$ cat config.mk
export PLATFORM = sky130hd
export DESIGN_NAME = ram_dp_param
export DESIGN_NICKNAME = d
export VERILOG_FILES = /design/src/rtl/ram_dp_param.sv
export SDC_FILE = /design/constraint.sdc
export NUM_CORES = 1
export LEC_CHECK = 0
export ABC_AREA = 1
export CAP_MARGIN = 40
export CORE_MARGIN = 2
export CORE_UTILIZATION = 40
export CTS_BUF_LIST = sky130_fd_sc_hd__clkbuf_8
export DETAILED_ROUTE_END_ITERATION = 6
export PLACE_DENSITY = 0.58
export SLEW_MARGIN = 20
export SYNTH_ARGS = -nofsm -noshare
export SYNTH_HDL_FRONTEND = slang
export SYNTH_SLANG_ARGS = --single-unit
$ cat constraint.sdc
create_clock -name CLK -period 8.7 [get_ports CLK]
set_clock_uncertainty 0.2 [all_clocks]
set_input_delay 0.87 -clock CLK [delete_from_list [all_inputs] [get_ports CLK]]
set_output_delay 0.87 -clock CLK [all_outputs]
set_load 0.05 [all_outputs]
$ cat src/rtl/ram_dp_param.sv
`default_nettype none
// ============================================================================
//  Module      : ram_dp_param
//  Description : Simple dual-port RAM with one write port and one read port,
//                a built-in zero-fill sweep, and selectable read behaviour.
//                - WEN/WADDR/WD : write port, active only while idle
//                - REN/RADDR    : read port, active only while idle
//                - RD/RVALID    : read data (held between reads) and its
//                                 one-cycle valid pulse
//                - CLR          : request a zero-fill of the whole array
//                - BUSY         : high while the zero-fill sweep runs
//                Parameters: DWIDTH (word width), AWIDTH (address width,
//                DEPTH = 2**AWIDTH), RD_MODE (0 = old data on collision,
//                1 = write-through), OUT_REG (0 = 1-cycle, 1 = 2-cycle read
//                latency), CLR_ON_RESET (1 = sweep starts after reset).
//  Revision    : 1.0 - initial release
// ============================================================================
module ram_dp_param #(
    parameter int DWIDTH       = 8,
    parameter int AWIDTH       = 7,
    parameter int RD_MODE      = 0,
    parameter int OUT_REG      = 0,
    parameter int CLR_ON_RESET = 1
) (
    input  logic              CLK,
    input  logic              RESET,
    input  logic              WEN,
    input  logic [AWIDTH-1:0] WADDR,
    input  logic [DWIDTH-1:0] WD,
    input  logic              REN,
    input  logic [AWIDTH-1:0] RADDR,
    input  logic              CLR,
    output logic [DWIDTH-1:0] RD,
    output logic              RVALID,
    output logic              BUSY
);

    localparam int                c_DEPTH    = 2 ** AWIDTH;
    localparam logic [AWIDTH-1:0] c_CNT_LAST = '1;

    typedef enum logic [0:0] {
        ST_IDLE  = 1'b0,
        ST_CLEAR = 1'b1
    } state_t;

    state_t            r_state;
    state_t            w_state_nxt;
    logic [AWIDTH-1:0] r_cnt;
    logic [AWIDTH-1:0] w_cnt_nxt;

    logic [DWIDTH-1:0] r_mem [c_DEPTH];

    logic              w_idle;
    logic              w_mem_we;
    logic [AWIDTH-1:0] w_mem_waddr;
    logic [DWIDTH-1:0] w_mem_wdata;
    logic              w_rd_acc;
    logic [DWIDTH-1:0] w_rd_word;

    logic [DWIDTH-1:0] r_rd;
    logic              r_rvalid;

    // ------------------------------------------------------------------
    // Sweep controller
    // ------------------------------------------------------------------
    always_ff @(posedge CLK) begin
        if (RESET) begin
            // Reset mid-sweep either restarts the sweep from word 0 or
            // abandons it, depending on CLR_ON_RESET.
            if (CLR_ON_RESET != 0) begin
                r_state <= ST_CLEAR;
            end else begin
                r_state <= ST_IDLE;
            end
            r_cnt <= '0;
        end else begin
            r_state <= w_state_nxt;
            r_cnt   <= w_cnt_nxt;
        end
    end

    always_comb begin
        w_state_nxt = r_state;
        w_cnt_nxt   = r_cnt;
        case (r_state)
            ST_IDLE: begin
                if (CLR) begin
                    w_state_nxt = ST_CLEAR;
                    w_cnt_nxt   = '0;
                end
            end
            ST_CLEAR: begin
                // CLR is deliberately not looked at here: a request during
                // a sweep neither restarts nor extends it. The counter wraps
                // back to zero on the last word.
                w_cnt_nxt = r_cnt + 1'b1;
                if (r_cnt == c_CNT_LAST) begin
                    w_state_nxt = ST_IDLE;
                end
            end
            default: begin
                w_state_nxt = ST_IDLE;
            end
        endcase
    end

    assign w_idle = (r_state == ST_IDLE);
    assign BUSY   = (r_state == ST_CLEAR);

    // ------------------------------------------------------------------
    // Storage array: the sweep owns the write port while clearing.
    // Reset never writes the array.
    // ------------------------------------------------------------------
    assign w_mem_we    = !RESET && (!w_idle || WEN);
    assign w_mem_waddr = w_idle ? WADDR : r_cnt;
    assign w_mem_wdata = w_idle ? WD : '0;

    always_ff @(posedge CLK) begin
        if (w_mem_we) begin
            r_mem[w_mem_waddr] <= w_mem_wdata;
        end
    end

    // ------------------------------------------------------------------
    // Read port
    // ------------------------------------------------------------------
    assign w_rd_acc = !RESET && w_idle && REN;

    // The array read happens before this edge's write lands, so plain
    // r_mem[RADDR] already gives old data on a collision.
    generate
        if (RD_MODE == 1) begin : g_wr_through
            assign w_rd_word = (WEN && (WADDR == RADDR)) ? WD : r_mem[RADDR];
        end else begin : g_rd_old
            assign w_rd_word = r_mem[RADDR];
        end
    endgenerate

    generate
        if (OUT_REG != 0) begin : g_out_reg
            logic              r_p1_vld;
            logic [DWIDTH-1:0] r_p1_data;

            // Stage 1 keeps advancing while clearing so reads already in
            // flight still complete.
            always_ff @(posedge CLK) begin
                if (RESET) begin
                    r_p1_vld  <= 1'b0;
                    r_p1_data <= '0;
                    r_rvalid  <= 1'b0;
                    r_rd      <= '0;
                end else begin
                    r_p1_vld <= w_rd_acc;
                    if (w_rd_acc) begin
                        r_p1_data <= w_rd_word;
                    end
                    r_rvalid <= r_p1_vld;
                    if (r_p1_vld) begin
                        r_rd <= r_p1_data;
                    end
                end
            end
        end else begin : g_no_out_reg
            always_ff @(posedge CLK) begin
                if (RESET) begin
                    r_rvalid <= 1'b0;
                    r_rd     <= '0;
                end else begin
                    r_rvalid <= w_rd_acc;
                    if (w_rd_acc) begin
                        r_rd <= w_rd_word;
                    end
                end
            end
        end
    endgenerate

    assign RD     = r_rd;
    assign RVALID = r_rvalid;

endmodule
`default_nettype wire

# ---- Yosys cells after proc, flatten, opt, wreduce, memory -nomap -nowiden
# Memories as Yosys holds them, arrays and structs flattened. A register that Yosys moved wholly into a read port is not among the register bits.
# Index checks and enable logic that the tools add are counted.
dict set report totals {
  regBits 9
  mem_bits_rw 1024
  out_inout_bits 10
  memories 1
}
# memory depth width read_ports rd_ports_with_merged_regs write_ports line
set memory_table {}
lappend memory_table {r_mem 128 8 1 1 1 51} ;# logic [DWIDTH-1:0] r_mem [c_DEPTH];
dict set report classes {
  addsub 1
  n_eq_ne 2
  n_mux 9
  n_bitwise 1
  reduce_logical 5
}
# operator count
set op_table {}
lappend op_table {{two-way mux 7 bit} 2}
lappend op_table {{one-hot mux 7 bit (2 select lines)} 1}
lappend op_table {{two-way mux 8 bit} 1}
lappend op_table {{adder 7 x 1 -> 7 bit (second input constant)} 1}
lappend op_table {{equality test 7 bit (second input constant)} 1}
lappend op_table {{two-way mux 1 bit} 4}
lappend op_table {{logical AND 1 bit} 3}
lappend op_table {{!= test 2 bit (second input constant)} 1}
lappend op_table {{one-hot mux 1 bit (2 select lines)} 1}
lappend op_table {{logical NOT 1 bit} 1}
lappend op_table {{logical OR 1 bit} 1}
lappend op_table {{NOT 1 bit} 1}

# ---- Logic depth before layout (Yosys ltp)
dict set report depth {
  depth_word 4
  depth_mapped 14
}

# ---- Worst setup path before layout
# OpenSTA, ideal clock, no wires.
dict set report synth_timing {
  path_kind {flip-flop to flip-flop}
  from {register r_state, in the netlist BUSY}
  to {memory r_mem[0][0], data pin}
  setup_time_ns 0.804
  arrival_time_ns 3.975
  required_time_ns 7.696
  path_slack_ns 3.722
  path_stages_with_launch 4
  n_path_buf 2
  period_less_slack_ns 4.978
  path_cell_list {dfxtp_1 -> buf_4 -> clkbuf_1 -> nor2_1}
}
dict set report synth_between {
  elab_chain_cells 1
}
# element line
set synth_rtl {}
lappend synth_rtl {{start, declared} 46} ;# state_t r_state;
lappend synth_rtl {{start signal, assigned} 77} ;# r_state <= w_state_nxt;
lappend synth_rtl {{two-way mux 8 bit} 116} ;# assign w_mem_wdata = w_idle ? WD : '0;
lappend synth_rtl {{named net w_mem_wdata[0]} 56} ;# logic [DWIDTH-1:0] w_mem_wdata;
lappend synth_rtl {{end, declared} 51}
# The timed path passes the listed nets, and every way through them passes these cells.

# ---- Worst setup path in the final report
dict set report layout_timing {
  from {register r_state, in the netlist BUSY}
  to {memory r_mem[70][2] (enable)}
}
dict set report layout_between {
  elab_chain_cells 4
  elab_cells_between_ends 5
}
# element line
set layout_rtl {}
lappend layout_rtl {{logical OR 1 bit} 114} ;# assign w_mem_we = !RESET && (!w_idle || WEN);
lappend layout_rtl {{logical AND 1 bit} 114}
lappend layout_rtl {{two-way mux 1 bit} 119} ;# if (w_mem_we) begin
lappend layout_rtl {{two-way mux 1 bit (implied by the code)} 120} ;# r_mem[w_mem_waddr] <= w_mem_wdata;
# Several ways; a longest one is shown, not always the timed one.

==> impl_metrics.env <==
export IMPL_finalHoldViolCount=0
export IMPL_final_util=0.449
export IMPL_clock_latency_ns=0.84
export IMPL_dieArea_um2=110000
export IMPL_slowest_delay_ns=0.60
export IMPL_hpwl_um=65800
export IMPL_core_area_um2=106000
export IMPL_slew_headroom=0.394
export IMPL_cp_arrival_ns=3.84
export IMPL_initial_core_util=0.405
export IMPL_cts_resized=0
export IMPL_cts_setup_buffers=0
export IMPL_p_sw_mw=2.29
export IMPL_htreeDepth=4
export IMPL_clock_fmax_mhz=278
export IMPL_critPathSlowestCell="nor2_1"
export IMPL_leakage_nw=17.0
export IMPL_drv_cap=0
export IMPL_die_w_um=331
export IMPL_synth_top_area_frac=0.719
export IMPL_ys_seq_area_frac=0.727
export IMPL_wl_per_cell_um=21.8
export IMPL_num_vias=28000
export IMPL_antenna_found_initial=3
export IMPL_clkPwrFrac=0.384
export IMPL_fillerInstances=9779
export IMPL_drt_iter0_markers=3011
export IMPL_portBuffers=36
export IMPL_cts_hold_buf=0
export IMPL_pwr_share_seq=0.561
export IMPL_syn_to_final_growth_pct=10.9
export IMPL_criticalPathCategory="reg2reg"
export IMPL_io_pins=37
export IMPL_cp_start_kind="register"
export IMPL_worstPathRequired_ns=8.95
export IMPL_ys_top_cells_by_area="edfxtp_1, nand3_1, nand2_1"
export IMPL_nets=3726
export IMPL_grt_max_degree=149
export IMPL_cts_tree="done"
export IMPL_clock_tree_root_cell="clkbuf_8"
export IMPL_numCtsBuffers=164
export IMPL_syn_nets=3655
export IMPL_vdd_drop_max_uv=161
export IMPL_multi_input_area_um2=10100
export IMPL_worstPathMaxFanout=25
export IMPL_combPwrFrac=0.055
export IMPL_path_clk_slew_ns=0.06
export IMPL_min_path_type="reg2reg"
export IMPL_p_int_mw=7.40
export IMPL_fin_crit_ns=3.59
export IMPL_crit_path_end_kind="register"
export IMPL_clock_path_buffers=3
export IMPL_syn_area_um2=42800
export IMPL_vias_per_cell=5.37
export IMPL_ant_nets=0
export IMPL_cts_sinks=1041
export IMPL_grt_pass1_vias=26900
export IMPL_die_h_um=331
export IMPL_crit_chain="buf_4 -> inv_2 -> nor2_1 -> inv_2 -> o21ai_2 -> inv_2 -> nor2_1 -> nand2_1 -> buf_4 -> nor2_1"
export IMPL_layout_drive_gt1_share=0.0857
export IMPL_post_route_period_util=0.413
export IMPL_setup_tns_ns=0
export IMPL_synth_warnings=0
export IMPL_power_share_switching=0.236
export IMPL_syn_area_per_cell_um2=11.8
export IMPL_synthCells=3627
export IMPL_setup_viol=0
export IMPL_grt_overflow=0
export IMPL_synth_top_cell_by_area="edfxtp_1"
export IMPL_finalMaxSlewViolations=0
export IMPL_globalplace_congestion=0.843
export IMPL_grt_setup_unrepaired="no"
export IMPL_tightest_slew_ns=0.909
export IMPL_status="completed"
export IMPL_cellPowerDensity_nw_per_um2=204
export IMPL_layout_area_seq_um2=31100
export IMPL_route_detailed_drc=0
export IMPL_drt_total_wl_um=114000
export IMPL_grt_pass1_wl_um=170000
export IMPL_synth_cell_types=33
export IMPL_synth_seq_cells=1041
export IMPL_firstDrtPassIters=6
export IMPL_grt_usage=0.208
export IMPL_fp_row_count=119
[synthesized netlist by cell type (all sizes together)]
cell and count:
a211oi 1, a21oi 13, a32oi 1, and2 1, buf 213, clkbuf 21
clkinv 1, dfxtp 17, edfxtp 1024, ha 1, inv 33, nand2 1139
nand3 983, nand4 1, nor2 157, nor3 3, nor4 2, o21ai 15
o31ai 1
[worst max-delay path: cells and delay by family (launching register included)]
| family | cells | cell delay, ns |
|---|---|---|
| and+or+nand+nor | 4 | 1.37 |
| DFF | 1 | 0.31 |
| AOI/OAI and AO/OA | 1 | 0.22 |
| buffers and inverters | 5 | 1.09 |
[layout by cell type (no fill, tap or decap), types with 8 or more instances in the layout]
| cell | n |
|---|---|
| dfxtp_1 | 17 |
| nand3_1 | 982 |
| edfxtp_1 | 1024 |
| buf_12 | 13 |
| nor2_4 | 8 |
| buf_4 | 82 |
| clkinv_1 | 37 |
| clkinv_2 | 8 |
| a21oi_2 | 8 |
| clkdlybuf4s50_1 | 32 |
| nand2_1 | 1139 |
| o21ai_0 | 13 |
| inv_1 | 86 |
| nor2_1 | 143 |
| clkbuf_8 | 165 |
| buf_16 | 9 |
[power groups by stage]
stage	Clock, mW	Combinational [mW]	Sequential (mW)
2_1_floorplan	0	0.362	5.54
3_3_place_gp	0	0.506	5.54
3_5_place_dp	0	0.518	5.54
4_1_cts	3.80	0.519	5.43
5_1_grt	4.00	0.574	5.43
6_report	3.72	0.529	5.43
[final cells by class]
cell class,count,share of cell area
sequential,1041,0.655
timing repair buffer,139,0.0311
tap,1391,0.0367
antenna,1,0.0000527
multi-input combinational,2318,0.213
clock inverter,120,0.0127
inverter,34,0.00324
clock buffer,164,0.0476
[metrics by stage]
| step | hold WS (ns) | area, um2 | power (mW) | setup WS [ns] | instances |
|---|---|---|---|---|---|
| floorplan | 0.250 | 42800 | 5.90 | 3.72 | 3627 |
| detailed placement | 0.268 | 44300 | 6.06 | 4.38 | 4905 |
| global route | 0.339 | 47400 | 10.0 | 4.96 | 5208 |
| CTS | 0.280 | 47200 | 9.75 | 5.15 | 5189 |
| finish | 0.286 | 47400 | 9.69 | 5.11 | 5208 |
| global placement | 0.265 | 43800 | 6.04 | 4.30 | 4865 |
[path summary, 6_finish.rpt]
check	from	end	slack (ns)	cells after the start
max	BUSY	r_mem[70][2]	5.11	10
min	r_cnt[5]	r_cnt[5]	0.29	2
min reg2reg	r_cnt[5]	r_cnt[5]	0.29	2
max reg2reg	BUSY	r_mem[70][2]	5.11	10
[layer usage]
layer | vias up | track usage | part of all wire
li1 | 13000 | - | -
met1 | 13600 | 0.296 | 0.44
met2 | 1191 | 0.318 | 0.45
met3 | 198 | 0.0456 | 0.086
met4 | 4 | 0.0646 | 0.023
met5 | - | 0 | 0.00022
[flip-flops by register name (all words and copies together) (netlist names)]
name    cells
r_cnt       7
RD          8
BUSY        1
RVALID      1
r_mem    1024
[cells by family (layout without fill, tap and decap cells)]
kind of cell             after synthesis  in the layout  synth area share
adder cells (fa/ha/maj)                1              1          0.000292
buffers and inverters                268            457            0.0382
AO/OA/AOI/OAI                         31             31           0.00462
other                                  0              1                 0
AND/OR/NAND/NOR                     2286           2286             0.230
flip-flops                          1041           1041             0.727
Power figures use the tool's default switching activity.
